<file path="config.mk">
export PLATFORM = sky130hd
export DESIGN_NAME = divider_iter_8b
export DESIGN_NICKNAME = d
export VERILOG_FILES = /design/src/rtl/divider_iter_8b.sv
export SDC_FILE = /design/constraint.sdc
export NUM_CORES = 1
export LEC_CHECK = 0
export ABC_CLOCK_PERIOD_IN_PS = 10500
export CAP_MARGIN = 20
export CORE_ASPECT_RATIO = 1.25
export CORE_UTILIZATION = 40
export CTS_CLUSTER_DIAMETER = 50
export DETAILED_ROUTE_END_ITERATION = 10
export GPL_ROUTABILITY_DRIVEN = 0
export HOLD_SLACK_MARGIN = 0.08
export MAX_ROUTING_LAYER = met4
export PLACE_DENSITY_LB_ADDON = 0.15
export SYNTH_ARGS = -nofsm -noshare
export SYNTH_HDL_FRONTEND = slang
export SYNTH_SLANG_ARGS = --single-unit
export TNS_END_PERCENT = 50
</file>
<file path="constraint.sdc">
create_clock -name clk -period 10.5 [get_ports clk]
set_input_delay 2.1 -clock clk [delete_from_list [all_inputs] [get_ports clk]]
set_output_delay 2.1 -clock clk [all_outputs]
set_load 0.05 [all_outputs]
</file>
<file path="src/rtl/divider_iter_8b.sv">
// ---------------------------------------------------------------------------
// divider_iter_8b -- multi-cycle unsigned 8-bit restoring divider
//
// One trial subtraction per cycle through a single gate-level 8-bit
// subtractor (Subtractor_8b_GL, defined below). Requests and results move
// over val/rdy handshakes.
//
// Optional feature macro: DIVIDER_ITER_8B_DIV0_FAST_EN
//   defined   : a zero divisor skips CALC. The result is valid the cycle after
//               the request, with ostream_div0=1.
//   undefined : a zero divisor runs all eight steps. ostream_div0 is tied 0.
//
// Ports:
//   clk               rising-edge clock
//   rst               synchronous, active-low reset
//   istream_val/rdy   request handshake
//   istream_dividend  unsigned dividend
//   istream_divisor   unsigned divisor
//   ostream_val/rdy   result handshake
//   ostream_quotient  unsigned quotient (0xFF for a zero divisor)
//   ostream_remainder unsigned remainder (dividend for a zero divisor)
//   ostream_div0      divisor was zero (fast-path build only)
// ---------------------------------------------------------------------------

// Ripple-borrow subtractor: diff = a - b mod 256.
// borrow_out=1 exactly when a < b.
module Subtractor_8b_GL (
  input  logic [7:0] a,
  input  logic [7:0] b,
  output logic [7:0] diff,
  output logic       borrow_out
);
  logic [8:0] borrow;

  assign borrow[0] = 1'b0;

  for (genvar i = 0; i < 8; i++) begin : g_bit
    assign diff[i]       = a[i] ^ b[i] ^ borrow[i];
    assign borrow[i + 1] = (~a[i] & b[i]) | (~(a[i] ^ b[i]) & borrow[i]);
  end

  assign borrow_out = borrow[8];
endmodule

module divider_iter_8b (
  input  logic       clk,
  input  logic       rst,
  input  logic       istream_val,
  output logic       istream_rdy,
  input  logic [7:0] istream_dividend,
  input  logic [7:0] istream_divisor,
  output logic       ostream_val,
  input  logic       ostream_rdy,
  output logic [7:0] ostream_quotient,
  output logic [7:0] ostream_remainder,
  output logic       ostream_div0
);

  typedef enum logic [1:0] {
    IDLE,
    CALC,
    DONE
  } state_e;

  state_e     state_q, state_d;
  logic [7:0] rem_q, rem_d;
  logic [7:0] quo_q, quo_d;
  logic [7:0] dvs_q, dvs_d;
  logic [3:0] cnt_q, cnt_d;
  logic       rdy_q, rdy_d;
  logic       val_q, val_d;
  logic [7:0] quo_out_q, quo_out_d;
  logic [7:0] rem_out_q, rem_out_d;
`ifdef DIVIDER_ITER_8B_DIV0_FAST_EN
  logic       div0_q, div0_d;
`endif

  logic [8:0] sh;
  logic [7:0] diff;
  logic       borrow;
  logic       fits;
  logic       in_fire;
  logic       out_fire;

  // The partial remainder is widened by the next dividend bit. If its top
  // bit is set, the shifted value is at least 256 and always exceeds dvs.
  // That holds even though the subtractor only sees the low 8 bits.
  assign sh   = {rem_q, quo_q[7]};
  assign fits = sh[8] | ~borrow;

  Subtractor_8b_GL u_sub (
    .a          (sh[7:0]),
    .b          (dvs_q),
    .diff       (diff),
    .borrow_out (borrow)
  );

  // Ready is registered, but it is masked while reset is held. No request
  // can slip in during the reset cycle.
  assign istream_rdy       = rdy_q & rst;
  assign ostream_val       = val_q;
  assign ostream_quotient  = quo_out_q;
  assign ostream_remainder = rem_out_q;
`ifdef DIVIDER_ITER_8B_DIV0_FAST_EN
  assign ostream_div0      = div0_q;
`else
  assign ostream_div0      = 1'b0;
`endif

  assign in_fire  = istream_val & istream_rdy;
  assign out_fire = val_q & ostream_rdy;

  // Next-state logic. The result registers load on the transition into
  // DONE. They then stay untouched until the next result, so the outputs
  // stay put under backpressure.
  always_comb begin
    state_d   = state_q;
    rem_d     = rem_q;
    quo_d     = quo_q;
    dvs_d     = dvs_q;
    cnt_d     = cnt_q;
    rdy_d     = rdy_q;
    val_d     = val_q;
    quo_out_d = quo_out_q;
    rem_out_d = rem_out_q;
`ifdef DIVIDER_ITER_8B_DIV0_FAST_EN
    div0_d    = div0_q;
`endif

    case (state_q)
      IDLE: begin
        if (in_fire) begin
          rem_d = 8'h00;
          quo_d = istream_dividend;
          dvs_d = istream_divisor;
          cnt_d = 4'd0;
          rdy_d = 1'b0;
`ifdef DIVIDER_ITER_8B_DIV0_FAST_EN
          if (istream_divisor == 8'h00) begin
            state_d   = DONE;
            val_d     = 1'b1;
            quo_out_d = 8'hFF;
            rem_out_d = istream_dividend;
            div0_d    = 1'b1;
          end else begin
            state_d   = CALC;
            div0_d    = 1'b0;
          end
`else
          state_d = CALC;
`endif
        end
      end

      CALC: begin
        rem_d = fits ? diff : sh[7:0];
        quo_d = {quo_q[6:0], fits};
        cnt_d = cnt_q + 4'd1;
        if (cnt_q == 4'd7) begin
          state_d   = DONE;
          val_d     = 1'b1;
          quo_out_d = quo_d;
          rem_out_d = rem_d;
        end
      end

      DONE: begin
        // Ready rises only in the following cycle. A request offered in
        // the same cycle as the result handshake is therefore refused.
        if (out_fire) begin
          state_d = IDLE;
          val_d   = 1'b0;
          rdy_d   = 1'b1;
        end
      end

      default: begin
        state_d = IDLE;
        val_d   = 1'b0;
        rdy_d   = 1'b1;
      end
    endcase
  end

  // All state in one place. Reset drops any operation in flight and clears
  // the visible result.
  always_ff @(posedge clk) begin
    if (!rst) begin
      state_q   <= IDLE;
      rem_q     <= 8'h00;
      quo_q     <= 8'h00;
      dvs_q     <= 8'h00;
      cnt_q     <= 4'd0;
      rdy_q     <= 1'b1;
      val_q     <= 1'b0;
      quo_out_q <= 8'h00;
      rem_out_q <= 8'h00;
`ifdef DIVIDER_ITER_8B_DIV0_FAST_EN
      div0_q    <= 1'b0;
`endif
    end else begin
      state_q   <= state_d;
      rem_q     <= rem_d;
      quo_q     <= quo_d;
      dvs_q     <= dvs_d;
      cnt_q     <= cnt_d;
      rdy_q     <= rdy_d;
      val_q     <= val_d;
      quo_out_q <= quo_out_d;
      rem_out_q <= rem_out_d;
`ifdef DIVIDER_ITER_8B_DIV0_FAST_EN
      div0_q    <= div0_d;
`endif
    end
  end

endmodule
</file>
==> flow_summary.toml <==
[run_status]
status = "finished, final reports clean"

[critical_path]
startpoint_type = "primary input"
cp_data_arrival_time_ns = 3.93
critical_path_required_ns = 8.40
rr_endpoint = "rem_q[3]"
rrSetupSlack_ns = 6.30
path_max_fanout = 40
end_kind = "output pin"
crit_type = "primary input to output pin"
ff2ff_path_depth = 14
timing.rr.start = "quo_q[7]"

[clock_network]
cts_buffers = 5
cts_tree = "done"
clk_path_buf_depth = 2
hold_buffers = 0
postCtsSetupBuffers = 0
clk_pin_slew_ns = 0.08
cts_resized = 0
cts_sinks = 48
h-tree-depth = 2
clk_latency_ns = 0.30
clock-root-buffer = "clkbuf_8"

[timing]
fin_skew_ns = 0.00827
min_period_ns = 6.03
worstMarginPinSlew_ns = 0.782
tns_ns = 0
drv_slew = 0
setup_viol = 0
rsz0062_at_grt = "false"
max_freq_ghz = 0.166
whs_ns = 0.463
period_share = 0.574
slew_headroom = 0.478
hold_viol = 0

[place]
dp.final_hpwl_um = 3290
port_buffers = 37

[power_and_ir_drop]
p_leak_nw = 0.969
powerDensity_mw_per_mm2 = 140
peakVddDrop_uv = 61.8

[cells_and_area]
n_antenna_cell = 0
syn_to_final_growth_pct = 19.9
drive_gt1_frac = 0.0817
fin_nets = 285
postLayoutCoreUtil = 0.502

[detailed_routing]
drc = 0
first_pass_iters = 4
detail-route-antenna-nets = 0
wl_per_cell_um = 14.7
num_vias = 1700
drt-total-wl_um = 4730
viasPerCell = 5.30
drt_iter0_drc = 48

[logic_synthesis]
syn_nets = 256
synth_edf_count = 0
netlist_area_sq_mm = 0.00228
synth_common_cells = "dfxtp_1 (48), mux2i_1 (18), nand2_1 (17), o211ai_1 (15), inv_1 (11)"
yosys_warnings = 0
seq_area_frac_synth = 0.422
syn-mean-instance-area_sq_um = 10.0
async_flop_share = 0
synth_area_leader_cell = "dfxtp_1"
yosysUniqueCellTypes = 44
synth_cells = 227
ys_ff_latch = 48
ys.flop_type = "dfxtp_1"
synth_area_leaders = "dfxtp_1 (42%), mux2i_1 (7.9%), fa_1 (6.1%), o211ai_1 (4.9%), o31ai_2 (3.3%)"
yosysMostFrequentCell = "dfxtp_1"
synth_top_cell_area_share = 0.422

[worst_hold_path]
hold_depth = 2
holdCritPathClass = "flip-flop to flip-flop"
hp-start = "ostream_quotient[5]"
min_to = "ostream_quotient[5]"

[die]
die_h_um = 86.4
die_w_um = 69.5
boundaryPins = 39
initial_core_util = 0.419
rows = 30
core_sq_mm = 0.00544
die_area_sq_mm = 0.00601

[global_route]
first_global_vias = 1665
grt_pass1_wl_um = 8070
overflow = 0
grt_max_degree = 41
grtUsageTotal = 0.178
antenna_found_initial = 0

[run]
maxCapViolCount = 0
## how the worst max path moves through the flow
stage | from | endpoint | slack (ns)
finish | rst | istream_rdy | 4.47
CTS | rst | istream_rdy | 4.46
global placement | rst | istream_rdy | 4.48
global route | rst | istream_rdy | 4.41
detailed placement | rst | istream_rdy | 4.47
floorplan | rst | istream_rdy | 5.43
## sequential cells by signal, summed over array words and instances, names as in the netlist
register / flops
cnt_q: 4
quo_q: 8
ostream_quotient: 8
rem_q: 8
ostream_remainder: 8
ostream_val: 1
rdy_q: 1
dvs_q: 8
state_q: 2
## cells in the final DEF, fill, tap and decap left out, types with 3 or more instances in the layout
master and instances:
a21oi_1 9, and2_1 3, clkbuf_8 6, clkdlybuf4s50_1 37, dfxtp_1 48, fa_1 7, inv_1 11, mux2i_1 18
nand2_1 17, nand2b_1 9, nand3_1 10, nor2b_1 3, o211ai_1 15, o21ai_0 5, o21ai_1 9, o2bb2ai_1 8
o31ai_2 6
## metrics by stage
| stage | setup WS (ns) | total power [W] | cell area [sq um] | instances |
|---|---|---|---|---|
| after floorplan | 5.43 | 0.000253 | 2280 | 227 |
| after global placement | 4.48 | 0.000272 | 2640 | 313 |
| after detailed placement | 4.47 | 0.000273 | 2640 | 313 |
| after CTS | 4.46 | 0.000387 | 2730 | 321 |
| after global routing | 4.41 | 0.000403 | 2730 | 321 |
| final | 4.47 | 0.000382 | 2730 | 321 |
## power by group
| part | switching, W | internal, W |
|---|---|---|
| Clock | 0.0000600 | 0.0000538 |
| Combinational | 0.0000399 | 0.0000325 |
| Sequential | 0.00000610 | 0.000189 |
| Total | 0.000106 | 0.000275 |
## cell families after synthesis
family          Yosys count  synth area share
buf+inv                  27            0.0593
xor+xnor                  1           0.00384
other cells               1           0.00164
fa+ha+maj                 9            0.0724
mux                      20            0.0889
simple gates             55             0.134
compound gates           66             0.218
flops                    48             0.422
## worst max-delay path, cell delays in order
cell,delay [ns]
clkdlybuf4s50_1,0.46
buf_4,0.38
and2_1,0.18
clkdlybuf4s50_1,0.79
## routing by layer
metal | part of all wire | up-vias | GRT usage
met3 | 0.030 | 6 | 0.0314
met1 | 0.46 | 801 | 0.220
met2 | 0.49 | 29 | 0.295
met5 | 0 | - | -
li1 | - | 864 | -
met4 | 0.015 | 0 | 0.0557
## area by class of cell
cell class | instances | area, sq um
clock buffers | 8 | 90.1
fillers | 524 | 2710
inverters | 11 | 41.3
multi-input cells | 152 | 1180
flip-flops and latches | 48 | 961
well taps | 64 | 80.1
repair buffers | 38 | 378
Note: power is estimated with default switching activity, not from simulation.
